**config.mk**
```make
export PLATFORM = sky130hd
export DESIGN_NAME = id_ex_stage_flat
export DESIGN_NICKNAME = d
export VERILOG_FILES = /design/src/rtl/risc_pkg.sv /design/src/rtl/id_ex_stage_if.sv /design/src/rtl/id_ex_stage_fwd_sel.sv /design/src/rtl/id_ex_stage.sv /design/src/flat_wrapper.sv
export SDC_FILE = /design/constraint.sdc
export NUM_CORES = 1
export LEC_CHECK = 0
export CAP_MARGIN = 10
export CORE_ASPECT_RATIO = 0.7
export CORE_MARGIN = 5
export CORE_UTILIZATION = 45
export DETAILED_ROUTE_END_ITERATION = 10
export PLACE_DENSITY = 0.88
export SYNTH_ARGS = -nofsm -noshare
export SYNTH_HDL_FRONTEND = slang
export SYNTH_SLANG_ARGS = --single-unit
```
**constraint.sdc**
```tcl
create_clock -name clk -period 3.89 [get_ports clk]
set_clock_uncertainty 0.1 [all_clocks]
set_input_delay 0.778 -clock clk [delete_from_list [all_inputs] [get_ports clk]]
set_output_delay 0.778 -clock clk [all_outputs]
set_load 0.01 [all_outputs]
```
**src/rtl/risc_pkg.sv**
```systemverilog
// Shared types and constants for the 8-bit RISC core pipeline.
package risc_pkg;

  localparam int DATA_W  = 8;
  localparam int REG_AW  = 2;
  localparam int ALU_OPW = 4;
  // Operand ports per instruction: index 0 = ra, index 1 = rb.
  localparam int NUM_OPS = 2;

  localparam logic [REG_AW-1:0] SP_ADDR = 2'd3;

  typedef enum logic [ALU_OPW-1:0] {
    ALU_ADD = 4'd0,
    ALU_SUB = 4'd1,
    ALU_AND = 4'd2,
    ALU_OR  = 4'd3,
    ALU_XOR = 4'd4,
    ALU_SHL = 4'd5,
    ALU_SHR = 4'd6,
    ALU_MOV = 4'd7,
    ALU_CMP = 4'd8
  } alu_op_e;

  // Everything the ID/EX register holds for one instruction.
  typedef struct packed {
    logic                             valid;
    logic                             we;
    logic                             mem_rd;
    logic [ALU_OPW-1:0]               alu_op;
    logic [REG_AW-1:0]                wr_addr;
    logic [DATA_W-1:0]                imm;
    logic [NUM_OPS-1:0][REG_AW-1:0]   src_addr;
    logic [NUM_OPS-1:0][DATA_W-1:0]   src_data;
  } ex_ctrl_t;

  // A bubble kills valid/we/mem_rd; the rest is zeroed so it stays quiet.
  localparam ex_ctrl_t EX_BUBBLE = '0;

endpackage

```
**src/rtl/id_ex_stage_if.sv**
```systemverilog
// Decode / downstream-writeback / execute bundle around the ID/EX register.
interface id_ex_stage_if;
  import risc_pkg::*;

  logic               id_valid;
  logic [REG_AW-1:0]  id_ra_addr, id_rb_addr;
  logic               id_ra_used, id_rb_used;
  logic [DATA_W-1:0]  id_ra_data, id_rb_data;
  logic [REG_AW-1:0]  id_wr_addr;
  logic               id_we;
  logic               id_mem_rd;
  logic [ALU_OPW-1:0] id_alu_op;
  logic [DATA_W-1:0]  id_imm;
  logic               flush;

  logic               exm_we;
  logic [REG_AW-1:0]  exm_wr_addr;
  logic [DATA_W-1:0]  exm_result;
  logic               mwb_we;
  logic [REG_AW-1:0]  mwb_wr_addr;
  logic [DATA_W-1:0]  mwb_result;

  logic               stall;
  logic               ex_valid;
  logic [DATA_W-1:0]  ex_a, ex_b;
  logic [REG_AW-1:0]  ex_ra_addr, ex_rb_addr, ex_wr_addr;
  logic               ex_we, ex_mem_rd;
  logic [ALU_OPW-1:0] ex_alu_op;
  logic [DATA_W-1:0]  ex_imm;

  modport master (
    output id_valid, id_ra_addr, id_rb_addr, id_ra_used, id_rb_used,
           id_ra_data, id_rb_data, id_wr_addr, id_we, id_mem_rd,
           id_alu_op, id_imm, flush,
           exm_we, exm_wr_addr, exm_result, mwb_we, mwb_wr_addr, mwb_result,
    input  stall, ex_valid, ex_a, ex_b, ex_ra_addr, ex_rb_addr, ex_wr_addr,
           ex_we, ex_mem_rd, ex_alu_op, ex_imm
  );

  modport slave (
    input  id_valid, id_ra_addr, id_rb_addr, id_ra_used, id_rb_used,
           id_ra_data, id_rb_data, id_wr_addr, id_we, id_mem_rd,
           id_alu_op, id_imm, flush,
           exm_we, exm_wr_addr, exm_result, mwb_we, mwb_wr_addr, mwb_result,
    output stall, ex_valid, ex_a, ex_b, ex_ra_addr, ex_rb_addr, ex_wr_addr,
           ex_we, ex_mem_rd, ex_alu_op, ex_imm
  );

endinterface

```
**src/rtl/id_ex_stage_fwd_sel.sv**
```systemverilog
// Two-source priority bypass: hi write wins over lo write, else default.
module fwd_sel #(
  parameter int DATA_W = 8,
  parameter int AW     = 2
) (
  input  logic [AW-1:0]     src_addr,
  input  logic              hi_we,
  input  logic [AW-1:0]     hi_addr,
  input  logic [DATA_W-1:0] hi_data,
  input  logic              lo_we,
  input  logic [AW-1:0]     lo_addr,
  input  logic [DATA_W-1:0] lo_data,
  input  logic [DATA_W-1:0] dflt,
  output logic [DATA_W-1:0] y
);

  // Exact address match only; no arithmetic on the data path.
  always_comb begin
    y = dflt;
    if (hi_we && (hi_addr == src_addr))      y = hi_data;
    else if (lo_we && (lo_addr == src_addr)) y = lo_data;
  end

endmodule

```
**src/rtl/id_ex_stage.sv**
```systemverilog
// ID/EX pipeline register with capture bypass, EX forwarding and load-use stall.
module id_ex_stage
  import risc_pkg::*;
(
  input  logic          clk,
  input  logic          rst,
  id_ex_stage_if.slave  bus
);

  ex_ctrl_t ctrl_d, ctrl_q;

  logic [NUM_OPS-1:0][REG_AW-1:0] id_src_addr;
  logic [NUM_OPS-1:0]             id_src_used;
  logic [NUM_OPS-1:0][DATA_W-1:0] id_src_data;
  logic [NUM_OPS-1:0][DATA_W-1:0] cap_data;
  logic [NUM_OPS-1:0][DATA_W-1:0] ex_fwd;
  logic                           load_use;
  logic                           stall_w;

  assign id_src_addr = {bus.id_rb_addr, bus.id_ra_addr};
  assign id_src_used = {bus.id_rb_used, bus.id_ra_used};
  assign id_src_data = {bus.id_rb_data, bus.id_ra_data};

  // Per operand: capture bypass covers a register-file write landing in the
  // same cycle as the read; execute bypass takes EX/MEM over MEM/WB.
  for (genvar g = 0; g < NUM_OPS; g++) begin : g_op
    fwd_sel #(.DATA_W(DATA_W), .AW(REG_AW)) u_cap (
      .src_addr (id_src_addr[g]),
      .hi_we    (1'b0),
      .hi_addr  ({REG_AW{1'b0}}),
      .hi_data  ({DATA_W{1'b0}}),
      .lo_we    (bus.mwb_we),
      .lo_addr  (bus.mwb_wr_addr),
      .lo_data  (bus.mwb_result),
      .dflt     (id_src_data[g]),
      .y        (cap_data[g])
    );

    fwd_sel #(.DATA_W(DATA_W), .AW(REG_AW)) u_ex (
      .src_addr (ctrl_q.src_addr[g]),
      .hi_we    (bus.exm_we),
      .hi_addr  (bus.exm_wr_addr),
      .hi_data  (bus.exm_result),
      .lo_we    (bus.mwb_we),
      .lo_addr  (bus.mwb_wr_addr),
      .lo_data  (bus.mwb_result),
      .dflt     (ctrl_q.src_data[g]),
      .y        (ex_fwd[g])
    );
  end

  // Load in EX whose destination is read by the instruction in decode.
  always_comb begin
    load_use = 1'b0;
    for (int i = 0; i < NUM_OPS; i++)
      if (id_src_used[i] && (id_src_addr[i] == ctrl_q.wr_addr)) load_use = 1'b1;
    load_use = load_use & ctrl_q.valid & ctrl_q.mem_rd & ctrl_q.we & bus.id_valid;
  end

  // Flush dominates: the killed instruction cannot cause a stall.
  assign stall_w = load_use & ~bus.flush;

  // Next register contents: bubble on flush/stall/empty decode, else capture.
  always_comb begin
    ctrl_d = EX_BUBBLE;
    if (!bus.flush && !stall_w && bus.id_valid) begin
      ctrl_d.valid    = 1'b1;
      ctrl_d.we       = bus.id_we;
      ctrl_d.mem_rd   = bus.id_mem_rd;
      ctrl_d.alu_op   = bus.id_alu_op;
      ctrl_d.wr_addr  = bus.id_wr_addr;
      ctrl_d.imm      = bus.id_imm;
      ctrl_d.src_addr = id_src_addr;
      ctrl_d.src_data = cap_data;
    end
  end

  // ID/EX register.
  always_ff @(posedge clk or negedge rst) begin
    if (!rst) ctrl_q <= EX_BUBBLE;
    else      ctrl_q <= ctrl_d;
  end

  assign bus.stall      = stall_w;
  assign bus.ex_valid   = ctrl_q.valid;
  assign bus.ex_we      = ctrl_q.we;
  assign bus.ex_mem_rd  = ctrl_q.mem_rd;
  assign bus.ex_alu_op  = ctrl_q.alu_op;
  assign bus.ex_wr_addr = ctrl_q.wr_addr;
  assign bus.ex_imm     = ctrl_q.imm;
  assign bus.ex_ra_addr = ctrl_q.src_addr[0];
  assign bus.ex_rb_addr = ctrl_q.src_addr[1];
  assign bus.ex_a       = ex_fwd[0];
  assign bus.ex_b       = ex_fwd[1];

endmodule

```
**src/flat_wrapper.sv**
```systemverilog
// flat-port wrapper written by rule: the top's interface ports become plain ports
module id_ex_stage_flat import risc_pkg::*;
  (clk, rst, bus_id_valid, bus_id_ra_addr, bus_id_rb_addr, bus_id_ra_used, bus_id_rb_used, bus_id_ra_data, bus_id_rb_data, bus_id_wr_addr, bus_id_we, bus_id_mem_rd, bus_id_alu_op, bus_id_imm, bus_flush, bus_exm_we, bus_exm_wr_addr, bus_exm_result, bus_mwb_we, bus_mwb_wr_addr, bus_mwb_result, bus_stall, bus_ex_valid, bus_ex_a, bus_ex_b, bus_ex_ra_addr, bus_ex_rb_addr, bus_ex_wr_addr, bus_ex_we, bus_ex_mem_rd, bus_ex_alu_op, bus_ex_imm);
  id_ex_stage_if bus_i ();
  input  logic clk;
  input  logic rst;
  input wire logic [$bits(bus_i.id_valid)-1:0] bus_id_valid;
  input wire logic [$bits(bus_i.id_ra_addr)-1:0] bus_id_ra_addr;
  input wire logic [$bits(bus_i.id_rb_addr)-1:0] bus_id_rb_addr;
  input wire logic [$bits(bus_i.id_ra_used)-1:0] bus_id_ra_used;
  input wire logic [$bits(bus_i.id_rb_used)-1:0] bus_id_rb_used;
  input wire logic [$bits(bus_i.id_ra_data)-1:0] bus_id_ra_data;
  input wire logic [$bits(bus_i.id_rb_data)-1:0] bus_id_rb_data;
  input wire logic [$bits(bus_i.id_wr_addr)-1:0] bus_id_wr_addr;
  input wire logic [$bits(bus_i.id_we)-1:0] bus_id_we;
  input wire logic [$bits(bus_i.id_mem_rd)-1:0] bus_id_mem_rd;
  input wire logic [$bits(bus_i.id_alu_op)-1:0] bus_id_alu_op;
  input wire logic [$bits(bus_i.id_imm)-1:0] bus_id_imm;
  input wire logic [$bits(bus_i.flush)-1:0] bus_flush;
  input wire logic [$bits(bus_i.exm_we)-1:0] bus_exm_we;
  input wire logic [$bits(bus_i.exm_wr_addr)-1:0] bus_exm_wr_addr;
  input wire logic [$bits(bus_i.exm_result)-1:0] bus_exm_result;
  input wire logic [$bits(bus_i.mwb_we)-1:0] bus_mwb_we;
  input wire logic [$bits(bus_i.mwb_wr_addr)-1:0] bus_mwb_wr_addr;
  input wire logic [$bits(bus_i.mwb_result)-1:0] bus_mwb_result;
  output wire logic [$bits(bus_i.stall)-1:0] bus_stall;
  output wire logic [$bits(bus_i.ex_valid)-1:0] bus_ex_valid;
  output wire logic [$bits(bus_i.ex_a)-1:0] bus_ex_a;
  output wire logic [$bits(bus_i.ex_b)-1:0] bus_ex_b;
  output wire logic [$bits(bus_i.ex_ra_addr)-1:0] bus_ex_ra_addr;
  output wire logic [$bits(bus_i.ex_rb_addr)-1:0] bus_ex_rb_addr;
  output wire logic [$bits(bus_i.ex_wr_addr)-1:0] bus_ex_wr_addr;
  output wire logic [$bits(bus_i.ex_we)-1:0] bus_ex_we;
  output wire logic [$bits(bus_i.ex_mem_rd)-1:0] bus_ex_mem_rd;
  output wire logic [$bits(bus_i.ex_alu_op)-1:0] bus_ex_alu_op;
  output wire logic [$bits(bus_i.ex_imm)-1:0] bus_ex_imm;
  assign bus_i.id_valid = bus_id_valid;
  assign bus_i.id_ra_addr = bus_id_ra_addr;
  assign bus_i.id_rb_addr = bus_id_rb_addr;
  assign bus_i.id_ra_used = bus_id_ra_used;
  assign bus_i.id_rb_used = bus_id_rb_used;
  assign bus_i.id_ra_data = bus_id_ra_data;
  assign bus_i.id_rb_data = bus_id_rb_data;
  assign bus_i.id_wr_addr = bus_id_wr_addr;
  assign bus_i.id_we = bus_id_we;
  assign bus_i.id_mem_rd = bus_id_mem_rd;
  assign bus_i.id_alu_op = bus_id_alu_op;
  assign bus_i.id_imm = bus_id_imm;
  assign bus_i.flush = bus_flush;
  assign bus_i.exm_we = bus_exm_we;
  assign bus_i.exm_wr_addr = bus_exm_wr_addr;
  assign bus_i.exm_result = bus_exm_result;
  assign bus_i.mwb_we = bus_mwb_we;
  assign bus_i.mwb_wr_addr = bus_mwb_wr_addr;
  assign bus_i.mwb_result = bus_mwb_result;
  assign bus_stall = bus_i.stall;
  assign bus_ex_valid = bus_i.ex_valid;
  assign bus_ex_a = bus_i.ex_a;
  assign bus_ex_b = bus_i.ex_b;
  assign bus_ex_ra_addr = bus_i.ex_ra_addr;
  assign bus_ex_rb_addr = bus_i.ex_rb_addr;
  assign bus_ex_wr_addr = bus_i.ex_wr_addr;
  assign bus_ex_we = bus_i.ex_we;
  assign bus_ex_mem_rd = bus_i.ex_mem_rd;
  assign bus_ex_alu_op = bus_i.ex_alu_op;
  assign bus_ex_imm = bus_i.ex_imm;
  id_ex_stage u_core (.clk(clk), .rst(rst), .bus(bus_i));
endmodule
```
==> results.cfg <==
[drt]
wire_per_inst_um = 19.85
drc = 0
firstDrtPassIters = 4
met1_length_um = 3551
met2_length_um = 3395
wl_um = 8216
dr_wl_met3_um = 1127
routed.top_layer = met4
ant_nets = 0
vias_per_cell = 6.246
drtIter0Drc = 239
num_vias = 2586

[synth]
synth_flop_cell = dfrtp_1
syn_inst = 265
async_reset_ff_frac = 1.000
synth_top_cell_area_share = 0.3635
ys_warn_count = 0
synth_most_common_cell = dfrtp_1
ys_top_cells_by_count = 37 x dfrtp_1, 33 x nor4_1, 32 x nand4_1, 32 x o31ai_1
synth_seq_area_share = 0.3635
synth_area_um2 = 2547
netlist-cell-type-count = 24
synth_top_area_cell = dfrtp_1
synth_area_leaders = dfrtp_1 36%, o31ai_1 9.4%, nor4_1 8.1%
ys_ff_latch = 37
synth_edf_count = 0
avgSynthCellArea_um2 = 9.613
syn_nets = 329

[global_routing]
grt_pass1_vias = 2459
antenna_found_initial = 0
grt_overflow = 0
grt_pass1_wl_um = 12600
grt_use_total = 0.2180
grt_max_degree = 38

[cts]
cts_num_sinks = 37
cts.clk_slew.worst_paths_ps = 70
numCtsBuffers = 5
holdBufCountCts = 0
clk_latency_ps = 290
htree_levels = 2
root_buffer = clkbuf_8
cts_tree = built
clock_path_buffers = 2

[place]
numPortBuffers = 101
place_congestion = 0.9406
post-place-ws_ps = 64.04
dp_hpwl_um = 6067
placed_cells = 406

[finish]
antenna_cells = 0
final_nets = 405
area_delta_synth_final_pct = 40.37
layout-drive-gt1-share = 0.09357
final_cells = 414

[timing]
finalSetupViolations = 0
drv_slew = 0
rsz0062_at_grt = true
max_slew.worst_pin.slew_ps = 802.1
postLayoutSetupSlackWorst_ps = 62.84
slew_headroom = 0.4652
fin_crit_ps = 3827
tns_ps = 0
fin_crit_sh = 0.9838
finalHoldViolCount = 0
clock.fmax_mhz = 261.3

[floorplan]
die_area_um2 = 7290
placementRows = 22
start_util = 0.4746
coreArea_um2 = 5368
pin_count = 102
die-height_um = 72.95
die_w_um = 99.93

[power_and_ir_drop]
ir_drop_mv = 0.3552
total_leakage_power_nw = 1.357
power_density_nw_per_um2 = 297.3

[worst_setup_path]
crit_type = primary input to output pin
arrival_ps = 2950
cp_data_required_time_ps = 3010
crit_fanout = 8
critPathCaptureType = output pin
crit_path_start_kind = primary input

[run_status]
status = finished clean

[flow_run]
drv_cap = 0

[worst_hold_path]
holdCritPathClass = primary input to asynchronous set/reset pin
## per-stage QoR
step / util / power [mW] / hold slack (ps) / instance area, um^2
2_1_floorplan: - / 0.5623 / 382.4 / 2547
3_3_place_gp: 0.6389 / 0.7161 / 800.6 / 3430
3_5_place_dp: 0.6389 / 0.7235 / 804.3 / 3430
4_1_cts: 0.6606 / 1.059 / 499.1 / 3546
5_1_grt: 0.6662 / 1.107 / 546.2 / 3576
6_report: 0.6662 / 1.063 / 475.9 / 3576
## flip-flops by register name (all words and copies together) (netlist names)
register               count
u_core.bus.ex_imm          8
u_core.bus.ex_valid        1
u_core.bus.ex_mem_rd       1
u_core.bus.ex_alu_op       4
u_core.ctrl_q             16
u_core.bus.ex_wr_addr      2
u_core.bus.ex_rb_addr      2
u_core.bus.ex_we           1
u_core.bus.ex_ra_addr      2
## logic make-up (layout without fill, tap and decap cells)
kind of cell / count (synthesis) / after routing / synth area share
AND/OR/NAND/NOR: 75 / 75 / 0.1940
AO/OA/AOI/OAI: 65 / 65 / 0.2024
buffers and inverters: 64 / 141 / 0.1459
flip-flops: 37 / 37 / 0.3635
XOR/XNOR: 24 / 24 / 0.09430
## layer usage
| metal | up-vias | track usage |
|---|---|---|
| li1 | 1179 | - |
| met1 | 1213 | 0.3100 |
| met2 | 178 | 0.3112 |
| met3 | 16 | 0.07641 |
| met4 | 0 | 0.06515 |
| met5 | - | 0 |
## cells in the final DEF (no fill, tap or decap), drive strengths merged
cell type	count
buf	11
nor3	1
xor2	12
a2111oi	16
nand2b	1
nor4	36
clkdlybuf4s50	100
or3	2
nand4	32
and3	1
bufinv	1
clkinv	1
inv	21
o31ai	32
a31oi	16
xnor2	12
clkbuf	7
and4	2
o21ba	1
dfrtp	37
## power breakdown
group          switching (mW)  internal [mW]  total (mW)
Clock                   0.130          0.209       0.339
Sequential            0.00991          0.401       0.411
Combinational           0.158          0.155       0.313
Total                   0.298          0.765        1.06
## what timing repair did
item | in CTS | in global routing
setup endpoints to repair | 0 | 10
buffers inserted | 0 | 0
hold endpoints to repair | 0 | 0
resized for setup | 0 | 4
## worst paths after layout
| path | startpoint | endpoint | slack (ps) | cells past startpoint |
|---|---|---|---|---|
| hold / removal | rst | u_core.bus.ex_ra_addr[0] | 480 | 1 |
| hold reg to reg | u_core.bus.ex_wr_addr[0] | u_core.bus.ex_valid | 1070 | 4 |
| max in group asynchronous | rst | u_core.bus.ex_ra_addr[1] | 2700 | 1 |
| setup / recovery | bus_mwb_wr_addr[1] | bus_ex_b[1] | 60 | 5 |
| min in group clk | bus_id_alu_op[0] | u_core.bus.ex_alu_op[0] | 910 | 3 |
| setup reg to reg | u_core.bus.ex_mem_rd | u_core.ctrl_q[11] | 2000 | 4 |
## final cells by class
type	count	area, um^2
Fill cell	408	1792
Clock inverter	1	30.03
Sequential cell	37	925.9
Clock buffer	7	86.33
Timing Repair Buffer	111	1081
Multi-Input combinational cell	164	1280
Inverter	22	82.58
Tap cell	72	90.09
## worst max-delay path, stage by stage
cell             delay [ps]
clkdlybuf4s50_1         570
xnor2_1                 600
nand4_1                 160
a31oi_1                 250
clkdlybuf4s50_1         580
Power figures use the tool's default switching activity.
